### src/rtl/mem_stream_arb_mux.sv
// N-channel FWFT readout arbiter producing a {tag, data} stream with BX-boundary markers.
// One output register with no skid buffer; a pending marker always wins over channel data.
module mem_stream_arb_mux #(
    parameter int N_CHAN  = 12,
    parameter int DATA_W  = 44,
    parameter int TAG_W   = 4,
    parameter int BX_W    = 3,
    parameter int RR_MODE = 0
) (
    input  logic                     clk,
    input  logic                     reset,
    input  logic [BX_W-1:0]          BX,
    input  logic [N_CHAN-1:0]        ch_valid,
    input  logic [N_CHAN*DATA_W-1:0] ch_dat,
    output logic [N_CHAN-1:0]        ch_rd,
    input  logic                     out_ready,
    output logic                     out_valid,
    output logic [TAG_W+DATA_W-1:0]  out_dat,
    output logic                     marker_ovf
);
    localparam int PTR_W = (N_CHAN > 1) ? $clog2(N_CHAN) : 1;
    localparam int OUT_W = TAG_W + DATA_W;

    logic [BX_W-1:0]   bx_q;
    logic              markerPend_q, markerPend_d;
    logic              markerOvf_q, markerOvf_d;
    logic [PTR_W-1:0]  ptr_q, ptr_d;
    logic              outValid_q;
    logic [OUT_W-1:0]  outDat_q;

    logic              load, bxEdge, markerLoad, found, grantFire;
    logic [PTR_W-1:0]  startIdx, grantIdx, candIdx;
    logic [OUT_W-1:0]  markerWord, chanWord;
    logic [DATA_W-1:0] chWord [N_CHAN];
    int                cand;

    for (genvar gi = 0; gi < N_CHAN; gi++) begin : g_unpack
        assign chWord[gi] = ch_dat[gi*DATA_W +: DATA_W];
    end

    assign load       = !outValid_q || out_ready;
    assign bxEdge     = (BX != bx_q);
    assign markerLoad = load && markerPend_q;
    assign grantFire  = !reset && load && !markerPend_q && found;
    assign startIdx   = (RR_MODE != 0) ? ptr_q : '0;

    // Scan once around the ring starting at startIdx; fixed priority simply starts at 0.
    always_comb begin
        found    = 1'b0;
        grantIdx = '0;
        cand     = 0;
        candIdx  = '0;
        for (int k = 0; k < N_CHAN; k++) begin
            cand = int'(startIdx) + k;
            if (cand >= N_CHAN) cand = cand - N_CHAN;
            candIdx = PTR_W'(cand);
            if (!found && ch_valid[candIdx]) begin
                found    = 1'b1;
                grantIdx = candIdx;
            end
        end
    end

    assign markerWord = {{TAG_W{1'b1}}, {(DATA_W-BX_W){1'b0}}, bx_q};
    assign chanWord   = {TAG_W'(int'(grantIdx) + 1), chWord[grantIdx]};

    always_comb begin
        ptr_d = ptr_q;
        if (grantFire && RR_MODE != 0)
            ptr_d = (int'(grantIdx) == N_CHAN - 1) ? '0 : grantIdx + PTR_W'(1);
    end

    always_comb begin
        ch_rd = '0;
        if (grantFire) ch_rd[grantIdx] = 1'b1;
    end

    // A BX edge arriving while the marker is loading re-arms it for the new value.
    assign markerPend_d = bxEdge || (markerPend_q && !markerLoad);
    assign markerOvf_d  = markerOvf_q || (bxEdge && markerPend_q && !markerLoad);

    always_ff @(posedge clk) begin
        if (reset) begin
            bx_q         <= BX;
            markerPend_q <= 1'b0;
            markerOvf_q  <= 1'b0;
            ptr_q        <= '0;
            outValid_q   <= 1'b0;
            outDat_q     <= '0;
        end else begin
            bx_q         <= BX;
            markerPend_q <= markerPend_d;
            markerOvf_q  <= markerOvf_d;
            ptr_q        <= ptr_d;
            if (load) begin
                if (markerPend_q) begin
                    outValid_q <= 1'b1;
                    outDat_q   <= markerWord;
                end else if (found) begin
                    outValid_q <= 1'b1;
                    outDat_q   <= chanWord;
                end else begin
                    outValid_q <= 1'b0;
                end
            end
        end
    end

    assign out_valid  = outValid_q;
    assign out_dat    = outDat_q;
    assign marker_ovf = markerOvf_q;
endmodule

### config.mk
export PLATFORM = sky130hd
export DESIGN_NAME = mem_stream_arb_mux
export DESIGN_NICKNAME = d
export VERILOG_FILES = /design/src/rtl/mem_stream_arb_mux.sv
export SDC_FILE = /design/constraint.sdc
export NUM_CORES = 1
export LEC_CHECK = 0
export BUFFER_PORTS_ARGS = -buffer_cell sky130_fd_sc_hd__clkbuf_2
export CORE_AREA = 2 2 234 236
export DETAILED_ROUTE_END_ITERATION = 12
export DIE_AREA = 0 0 236 238
export PLACE_DENSITY = 0.3
export SLEW_MARGIN = 0
export SYNTH_ARGS = -nofsm -noshare
export SYNTH_HDL_FRONTEND = slang
export SYNTH_SLANG_ARGS = --single-unit
export TNS_END_PERCENT = 30
### constraint.sdc
create_clock -name clk -period 5.2 [get_ports clk]
set_input_delay 1.04 -clock clk [delete_from_list [all_inputs] [get_ports clk]]
set_output_delay 1.04 -clock clk [all_outputs]
set_load 0.05 [all_outputs]
### Word-level counts from Yosys, hierarchy flattened

Cells that the tools add are included.

* $add $sub $neg: 1
* $lt $le $gt $ge: 3
* equal/unequal tests: 1
* mux-type cells: 33
* bitwise gates (word level): 1
* reductions and logical operators: 39

Operators with widths (count)
* $bmux W44 S4: 1
* $mux W48: 2
* $mux W44: 2
* $logic_and A1 B1 Y1: 19
* $mux W1: 16
* $mux W4: 4
* $logic_not A1 Y1: 15
* $mux W12: 1
* $mux W3: 4
* $ge A5 B5 Y1 const B: 1
* $lt A4 B5 Y1 const B: 1
* $not A4 Y5: 1
* $add A4 B1 Y4 const B: 1
* $demux W1 S4: 1
* $ge A4 B1 Y1 const B: 1
* $mux W2: 2
* $logic_or A1 B1 Y1: 3
* $ne A3 B3 Y1: 1
* $reduce_and A2 Y1: 1
* $reduce_bool A2 Y1: 1

* register bits: 54
* bits of input ports: 546
* logic and storage cells: 83

### Logic depth before layout (Yosys ltp)

Gate-level depths: netlist (run 1).

* depth after elaboration: 40
* mapped depth: 10
* gate-level depth less buffers: 7

### Worst setup path before layout (run 1)

Ideal clock, no wire load.

* path type: input-to-output
* start point: input ch_valid[1]
* end point: output ch_rd[11]
* data arrival time: 3.204 ns
* data required time: 4.160 ns
* setup slack: 0.956 ns
* stages on the path: 7
* path buffers: 2
* cell sequence: nor4_2 o311ai_2 nand2_1 buf_2 clkbuf_1 ha_1 and3_1

* cells in the longest elaborated chain, start to end: 37
* elaborated cells on any way between the ends: 50
* classes of those cells: order compare (2); mux (25); reduce/logical (23)

Ends and longest elaborated chain
* from (decl): RTL line 13 `input logic [N_CHAN-1:0] ch_valid,`
* $logic_and A1 B1 Y1 (*): RTL line 57 `if (!found && ch_valid[candIdx]) begin`
* $mux W1: RTL line 57
* $logic_not A1 Y1: RTL line 57
* $logic_and A1 B1 Y1: RTL line 57
* $mux W1: RTL line 57
* $logic_not A1 Y1: RTL line 57
* $logic_and A1 B1 Y1: RTL line 57
* $mux W1: RTL line 57
* [21 not listed]
* $logic_not A1 Y1: RTL line 57
* $logic_and A1 B1 Y1: RTL line 57
* $mux W4: RTL line 57
* $lt A4 B5 Y1 (not written as such) / $ge A4 B1 Y1 (equally long branches): RTL line 75 `if (grantFire) ch_rd[grantIdx] = 1'b1;`
* $logic_and A1 B1 Y1 (not written as such): RTL line 75
* $mux W1 (not written as such): RTL line 75
* $demux W1 S4
* $mux W12 (*): RTL line 75
* to (decl): RTL line 15 `output logic [N_CHAN-1:0] ch_rd,`

Mark *: on every way between the ends. The rest lies on a longest branch, timed or not.

### Final worst setup path (run 1)

* start point: input ch_valid[4]
* end point: output ch_rd[11]

* cells in the longest elaborated chain, start to end: 28
* elaborated cells on any way between the ends: 38
* classes of those cells: order compare (2); mux (19); reduce/logical (17)

Ends and longest elaborated chain (RTL line)
* $logic_and A1 B1 Y1 (*): 57
* $mux W1: 57
* $logic_not A1 Y1: 57
* $logic_and A1 B1 Y1: 57
* $mux W1: 57
* $logic_not A1 Y1: 57
* $logic_and A1 B1 Y1: 57
* $mux W1: 57
* [12 not listed]
* $logic_not A1 Y1: 57
* $logic_and A1 B1 Y1: 57
* $mux W4: 57
* $lt A4 B5 Y1 (not written as such) / $ge A4 B1 Y1 (equally long branches): 75
* $logic_and A1 B1 Y1 (not written as such): 75
* $mux W1 (not written as such): 75
* $demux W1 S4
* $mux W12 (*): 75

Marks and branches as above.

==> flow_summary_export.csv, run 1 <==
group,metric,value,unit
yosys,syn_area_per_cell,7.09,sq um
worst_setup_path,worstSetupStartpointType,"primary input",
clocking,clockBufferDepth,2,
place,pre_cts_ws,0.862,ns
yosys,ys_types,46,
yosys,synth_edf_count,0,
place,port_buffers,607,
drt,ant_nets,0,
worst_setup_path,crit_family,"simple AND/OR/NAND/NOR gates",
worst_setup_path,critPathBufInv,2,
timing,finalCritPeriodShare,80.9,%
grt,grt_pass1_wl,68700,microns
floorplan,dieArea,56200,sq um
grt,gr-usage-met1,19.2,%
yosys,synth.largest_area_cell,"dfxtp_1",
place,place_area,10000,sq um
worst_hold_path,holdPathStages,2,
clocking,root_buffer,"clkbuf_16",
timing,clock.fmax,238,MHz
timing,max_slew_margin,28.2,%
worst_setup_path,slowest_stage,"nor3_1",
grt,grtUsageTotal,16.5,%
pwr,power_leakage,4.84,nW
clocking,clk_latency,0.33,ns
final_layout,area_growth,65.7,%
drt,wl_per_cell,23.1,microns
clocking,cts_setup_buffers,0,
drt,drcViolationCount,0,
floorplan,dieWidth,236,microns
timing,slew_viol_final,0,
yosys,synthFlopType,"dfxtp_1",
yosys,yosysSeqAreaShare,17.6,%
floorplan,die_height,238,microns
clocking,hold_buffers,0,
grt,met2_usage,29.9,%
timing,final.setup.tns,0,ns
floorplan,num_rows,85,
final_layout,antenna_cells,0,
clocking,htreeDepth,2,
worst_setup_path,max_stage_delay,0.51,ns
worst_setup_path,r2r-end,"out_dat[22]",
yosys,syn-instance-count,867,
pwr,p_per_area,167,nW/um^2
clocking,cts_made_buffers,5,
floorplan,start_util,11.5,%
timing,timing.hold.ws,0.462,ns
drt,vias_per_cell,4.58,
worst_setup_path,crit_fanout,31,
place,hpwl,38100,microns
drt,first_pass_iters,5,
timing,setup_viol,0,
worst_hold_path,min_to,"out_dat[6]",
final_layout,fin_nets,1956,
grt,grt_overflow,0,
worst_hold_path,min_from,"out_dat[6]",
final_layout,final_cell_mix,"clkbuf_2 (603), nand2_1 (178), a211oi_1 (120), and3_1 (89), o221ai_1 (58)",
worst_setup_path,worstSetupEndpointType,"output port",
worst_setup_path,reg2reg_depth,6,
worst_setup_path,r2r-start,"out_valid",
yosys,synth_area,6150,sq um
floorplan,coreArea,53500,sq um
drt,finalWirelength,48700,microns
worst_setup_path,worstPathArrival,3.17,ns
drt,vias,9623,
grt,grt_pass1_vias,10100,
place,gp_congestion,0.854,
final_layout,drive_above_1_share,48.7,%
clocking,cts.clk_slew.worst_paths,0.08,ns
clocking,cts_tree,"yes",
timing,grt_setup_unrepaired,"false",
pwr,peakVddDrop,0.169,mV
run_status,status,"complete, no violations",
yosys,synth_top_area_share,17.6,%
grt,met3_usage,4.42,%
yosys,async_flop_share,0,%
yosys,mappedNetlistNets,1417,
drt,drt_iter0_drc,464,
final_layout,design_area,10200,sq um
clocking,cts.repair.resized,0,
floorplan,ios,608,
timing,worstMarginPinSlew,1.07,ns
worst_setup_path,critPathMostFrequentCell,"clkbuf_2",
final_layout,layout_commonest_cell,"clkbuf_2",
grt,grt_max_degree,81,
yosys,ys_ff_latch,54,
final_layout,nFillCells,6203,
flow_run,cap_violations,0,
yosys,synth_area_leaders,"dfxtp_1 (18%), a211oi_1 (15%), nand2_1 (11%)",
grt,busiest_layer,"met2",
timing,setup_ws,0.992,ns
worst_setup_path,crit_cells,7,
grt,antenna_found_initial,3,
worst_setup_path,crit_chain,"clkbuf_2 > nor3_1 > o311ai_4 > nand2_4 > ha_1 > and3_1 > clkbuf_2",
worst_setup_path,critPathKind,"in2out",
worst_setup_path,cp.required,4.16,ns
yosys,synth_warnings,0,
timing,clock_skew,0.0100,ns
timing,hold_viol_final,0,
clocking,clock_sinks,54,
final_layout,fin_util,19.0,%
worst_setup_path,rrSetupSlack,2.49,ns
worst_hold_path,hp-class,"reg2reg",
timing,fin_crit,4.21,ns
-- final cells by class --
class | instances | area, sq um | share of cell area [%]
tap | 696 | 871 | 8.55
multi-input combinational | 707 | 4720 | 46.3
timing repair buffer | 635 | 3330 | 32.7
inverter | 3 | 13.8 | 0.135
sequential | 54 | 1080 | 10.6
clock inverter | 3 | 43.8 | 0.430
clock buffer | 5 | 125 | 1.23
-- cells by family (layout without fill, tap and decap cells) --
family	Yosys count	after routing	share of synthesized area, %
DFF	54	54	17.6
buffers and inverters	106	646	7.00
adders and majority gates	4	4	0.814
AOI/OAI and AO/OA	317	317	43.4
xor gates and xnor gates	4	4	0.570
and+or+nand+nor	371	371	28.7
muxes	11	11	1.91
-- per-stage QoR --
stage / std cells / power (mW)
finish: 2103 / 1.71
floorplan: 867 / 0.871
global route: 2103 / 1.81
CTS: 2103 / 1.75
global placement: 2095 / 1.28
detailed placement: 2095 / 1.28
-- cell usage after synthesis, drive strengths merged (8+ instances only) --
master / number
nor2: 18
nand2: 180
and3: 89
a31oi: 40
buf: 15
nand3: 49
a32o: 41
nor4: 8
dfxtp: 54
o221ai: 78
nor3: 9
a211oi: 121
clkbuf: 88
-- state kept, by name (all words and copies together), names as in the netlist --
| name | cells |
|---|---|
| bx_q | 3 |
| markerPend_q | 1 |
| marker_ovf | 1 |
| out_dat | 48 |
| out_valid | 1 |
-- how the worst max path moves through the flow --
stage                   to  slack (ns)         from
2_1_floorplan    ch_rd[11]        0.96  ch_valid[1]
3_3_place_gp   out_dat[24]        0.96  ch_valid[0]
3_5_place_dp   out_dat[29]        0.86  ch_valid[0]
4_1_cts          ch_rd[11]        0.95  ch_valid[4]
5_1_grt           ch_rd[7]        0.77  ch_valid[4]
6_report         ch_rd[11]        0.99  ch_valid[4]
-- routing by layer --
| metal | up-vias | wire (microns) | part of all wire (%) |
|---|---|---|---|
| met1 | 4609 | 19600 | 40 |
| met3 | 44 | 3520 | 7.2 |
| met2 | 430 | 24500 | 50 |
| met4 | 4 | 960 | 2.0 |
| met5 | - | 23 | 0.047 |
| li1 | 4536 | - | - |
-- worst min-delay path, cell delays in order (launching register included) --
cell	delay, ns
dfxtp_1	0.32
nand2_1	0.05
o31ai_1	0.05
-- report_power, final --
group | switching (mW) | internal, mW
registers | 0.0210 | 0.444
logic | 0.478 | 0.320
clock network | 0.213 | 0.230
total | 0.712 | 0.994
Note: power is estimated with default switching activity, not from simulation.
==> run 2: changes to the inputs <==
Settings changed: CORE_AREA 2 2 234 236 to 2 2 239 241, DIE_AREA 0 0 236 238 to 0 0 241 243.
Clock period 5.2 ns to 3.4 ns, I/O delays scaled along.
==> flow_summary_export.csv, run 2 (synthesized netlist as in run 1, its figures left out) <==
group,metric,value,unit
run_status,status,"complete, no violations",
pwr,power_leakage,4.97,nW
clocking,hold_buffers,0,
drt,vias,9766,
timing,slew_viol_final,0,
grt,busiest_layer,"met2",
drt,finalWirelength,50200,microns
timing,clock.fmax,325,MHz
grt,gr-usage-met1,19.3,%
worst_setup_path,worstSetupEndpointType,"output port",
drt,drt_iter0_drc,431,
timing,worstMarginPinSlew,0.734,ns
timing,finalCritPeriodShare,90.6,%
clocking,clock_sinks,54,
floorplan,coreArea,56000,sq um
drt,wl_per_cell,23.0,microns
worst_setup_path,r2r-end,"out_dat[42]",
final_layout,area_growth,71.8,%
floorplan,num_rows,87,
floorplan,dieArea,58600,sq um
worst_setup_path,r2r-start,"out_valid",
grt,grtUsageTotal,16.3,%
final_layout,design_area,10600,sq um
clocking,cts.repair.resized,0,
grt,grt_pass1_wl,69900,microns
flow_run,cap_violations,0,
final_layout,final_cell_mix,"clkbuf_2 (599), nand2_1 (178), a211oi_1 (120), and3_1 (87), o221ai_1 (58)",
clocking,cts.clk_slew.worst_paths,0.09,ns
pwr,finalPower,2.59,mW
clocking,cts_setup_buffers,0,
place,place_area,10400,sq um
worst_hold_path,hp-class,"in2reg",
worst_setup_path,worstSetupStartpointType,"primary input",
worst_setup_path,worstPathArrival,2.40,ns
final_layout,largest_reg_flops,48,
drt,ant_nets,0,
worst_setup_path,crit_fanout,4,
place,gp_congestion,0.848,
timing,grt_setup_unrepaired,"false",
worst_setup_path,rrSetupSlack,1.29,ns
worst_setup_path,critPathKind,"in2out",
final_layout,drive_above_1_share,49.5,%
final_layout,fin_cells,2179,
timing,setup_viol,0,
clocking,htreeDepth,2,
final_layout,nFillCells,6547,
clocking,cts_tree,"yes",
timing,fin_crit,3.08,ns
drt,drcViolationCount,0,
final_layout,antenna_cells,0,
final_layout,fin_nets,1972,
floorplan,ios,608,
floorplan,start_util,11.0,%
worst_hold_path,min_to,"bx_q[0]",
place,port_buffers,607,
timing,max_slew_margin,51.0,%
clocking,clockBufferDepth,2,
grt,grt_max_degree,88,
worst_hold_path,min_from,"BX[0]",
grt,met2_usage,28.4,%
pwr,p_per_area,245,nW/um^2
final_layout,layout_commonest_cell,"clkbuf_2",
grt,antenna_found_initial,5,
clocking,cts_made_buffers,5,
worst_setup_path,reg2reg_depth,6,
place,place_inst,2171,
pwr,peakVddDrop,0.186,mV
floorplan,die_height,243,microns
grt,grt_overflow,0,
timing,hold_viol_final,0,
grt,grt_pass1_vias,10300,
place,hpwl,38800,microns
worst_setup_path,cp.required,2.72,ns
clocking,clk_latency,0.33,ns
drt,first_pass_iters,5,
grt,met3_usage,4.47,%
timing,clock_skew,0.00932,ns
floorplan,dieWidth,241,microns
worst_hold_path,holdPathStages,1,
clocking,root_buffer,"clkbuf_16",
drt,vias_per_cell,4.48,
==> run 2: layout make-up <==
cell class | instances | area (sq um) | area share [%]
Sequential cell | 54 | 1080 | 10.2
Clock buffer | 5 | 125 | 1.18
Timing Repair Buffer | 651 | 3640 | 34.4
Clock inverter | 3 | 28.8 | 0.272
Inverter | 3 | 13.8 | 0.130
Multi-Input combinational cell | 707 | 4730 | 44.8
Tap cell | 756 | 946 | 8.95
==> run 2: where the power goes <==
group          switching (mW)  internal [mW]
Combinational           0.733          0.515
Sequential             0.0308          0.679
Clock                   0.343          0.285
==> run 2: critical path: stages <==
cell	delay (ns)
clkbuf_2	0.11
or2_2	0.35
o211a_1	0.26
nor2_1	0.26
inv_1	0.10
ha_1	0.24
and3_1	0.16
clkbuf_2	0.23
==> run 2: metal layers <==
layer | vias to the layer above | wire length (microns)
met5 | - | 51
met3 | 65 | 3570
li1 | 4566 | -
met4 | 8 | 1290
met1 | 4702 | 20600
met2 | 425 | 24700
==> run 2: metrics by stage <==
step,setup slack [ns],utilization [%],hold WS (ns),setup TNS (ns)
5_1_grt,0.184,18.9,0.441,0
3_5_place_dp,-0.00960,18.6,0.454,-0.00960
4_1_cts,0.311,18.9,0.440,0
3_3_place_gp,0.0661,18.6,0.448,0
6_report,0.320,18.9,0.470,0
2_1_floorplan,-0.0593,-,0.561,-0.297
==> run 2: how the worst max path moves through the flow <==
stage	start	end	slack, ns	depth (start not counted)
after global placement	ch_valid[1]	out_dat[43]	0.07	10
after floorplan	ch_valid[11]	ch_rd[10]	-0.06	8
after global routing	ch_valid[4]	ch_rd[4]	0.18	8
after detailed placement	ch_valid[1]	out_dat[13]	-0.01	9
after CTS	ch_valid[4]	ch_rd[4]	0.31	8
final	ch_valid[8]	ch_rd[4]	0.32	8
==> run 3: changes to the inputs <==
Settings changed: CORE_AREA 2 2 239 241 to 2 2 234 236, DIE_AREA 0 0 241 243 to 0 0 236 238.
Clock period 3.4 ns to 3.6 ns, I/O delays scaled along.
==> flow_summary_export.csv, run 3 (synthesized netlist as in run 1, its figures left out) <==
group,metric,value,unit
timing,slew_viol_final,0,
drt,drt_iter0_drc,454,
timing,setup_viol,0,
floorplan,coreArea,53500,sq um
clocking,clock_sinks,54,
timing,fin_crit,3.25,ns
clocking,cts_setup_buffers,0,
worst_hold_path,hp-class,"reg2reg",
floorplan,start_util,11.5,%
timing,worstMarginPinSlew,1.02,ns
worst_setup_path,worstSetupEndpointType,"output port",
place,port_buffers,607,
pwr,p_per_area,236,nW/um^2
drt,vias,9675,
drt,ant_nets,0,
timing,final.setup.tns,0,ns
grt,grtUsageTotal,17.0,%
timing,timing.hold.ws,0.472,ns
place,place_inst,2101,
floorplan,dieWidth,236,microns
worst_setup_path,worstPathArrival,2.53,ns
clocking,hold_buffers,0,
worst_setup_path,worstSetupStartpointType,"primary input",
final_layout,design_area,10400,sq um
timing,finalCritPeriodShare,90.3,%
clocking,root_buffer,"clkbuf_16",
timing,clock.fmax,308,MHz
place,place_area,10200,sq um
clocking,clockBufferDepth,2,
timing,clock_skew,0.0119,ns
floorplan,num_rows,85,
grt,grt_pass1_vias,10300,
place,hpwl,38000,microns
drt,vias_per_cell,4.59,
timing,setup_ws,0.349,ns
drt,drcViolationCount,0,
place,gp_congestion,0.853,
final_layout,drive_above_1_share,49.0,%
clocking,cts.repair.resized,0,
grt,grt_overflow,0,
final_layout,final_cell_mix,"clkbuf_2 (603), nand2_1 (178), a211oi_1 (120), and3_1 (88), o221ai_1 (58)",
pwr,power_leakage,4.92,nW
worst_setup_path,cp.required,2.88,ns
floorplan,dieArea,56200,sq um
timing,max_slew_margin,31.8,%
drt,finalWirelength,50000,microns
final_layout,fin_util,19.4,%
run_status,status,"complete, no violations",
grt,grt_pass1_wl,70600,microns
clocking,cts_tree,"yes",
flow_run,cap_violations,0,
timing,grt_setup_unrepaired,"false",
grt,antenna_found_initial,5,
timing,hold_viol_final,0,
final_layout,antenna_cells,0,
floorplan,ios,608,
clocking,clk_latency,0.34,ns
clocking,cts.clk_slew.worst_paths,0.09,ns
pwr,finalPower,2.44,mW
floorplan,die_height,238,microns
worst_setup_path,critPathKind,"in2out",
grt,grt_max_degree,127,
drt,wl_per_cell,23.7,microns
final_layout,fin_nets,1962,
place,pre_cts_ws,-0.142,ns
clocking,htreeDepth,2,
pwr,peakVddDrop,0.152,mV
final_layout,layout_commonest_cell,"clkbuf_2",
final_layout,largest_reg_flops,48,
clocking,cts_made_buffers,5,
final_layout,area_growth,68.4,%
worst_setup_path,crit_fanout,6,
final_layout,fin_cells,2109,
drt,first_pass_iters,4,
## run 3: report_power, final
group | internal, mW | leakage, nW | switching [mW]
Combinational | 0.478 | 4.40 | 0.687
Clock | 0.271 | 0.0763 | 0.337
Sequential | 0.642 | 0.444 | 0.0290
Total | 1.39 | 4.92 | 1.05
## run 3: cell type report
| cell class | count | area [sq um] |
|---|---|---|
| fill | 6188 | 43100 |
| multi-input combinational | 707 | 4720 |
| timing repair buffer | 641 | 3520 |
| sequential | 54 | 1080 |
| tap | 696 | 871 |
| clock buffer | 5 | 125 |
| clock inverter | 3 | 28.8 |
| inverter | 3 | 13.8 |
## run 3: worst paths after layout
path / from / endpoint / slack (ns) / cells after the start
max: ch_valid[0] / ch_rd[7] / 0.35 / 7
min: out_dat[10] / out_dat[10] / 0.47 / 1
max reg2reg: markerPend_q / out_dat[34] / 1.21 / 5
min reg2reg: out_dat[10] / out_dat[10] / 0.47 / 1
## run 3: worst max-delay path, stage by stage
cell	delay, ns
clkbuf_2	0.16
nor4_2	0.47
o311ai_4	0.23
nand2_4	0.20
ha_1	0.28
and3_1	0.18
clkbuf_2	0.27
## run 3: routing by layer
layer | global-route usage [%] | vias to the layer above | wire (microns)
met1 | 20.1 | 4668 | 20400
met2 | 30.5 | 401 | 25000
met3 | 4.56 | 48 | 3560
li1 | - | 4550 | -
met5 | 0 | - | 54
met4 | 3.74 | 8 | 879
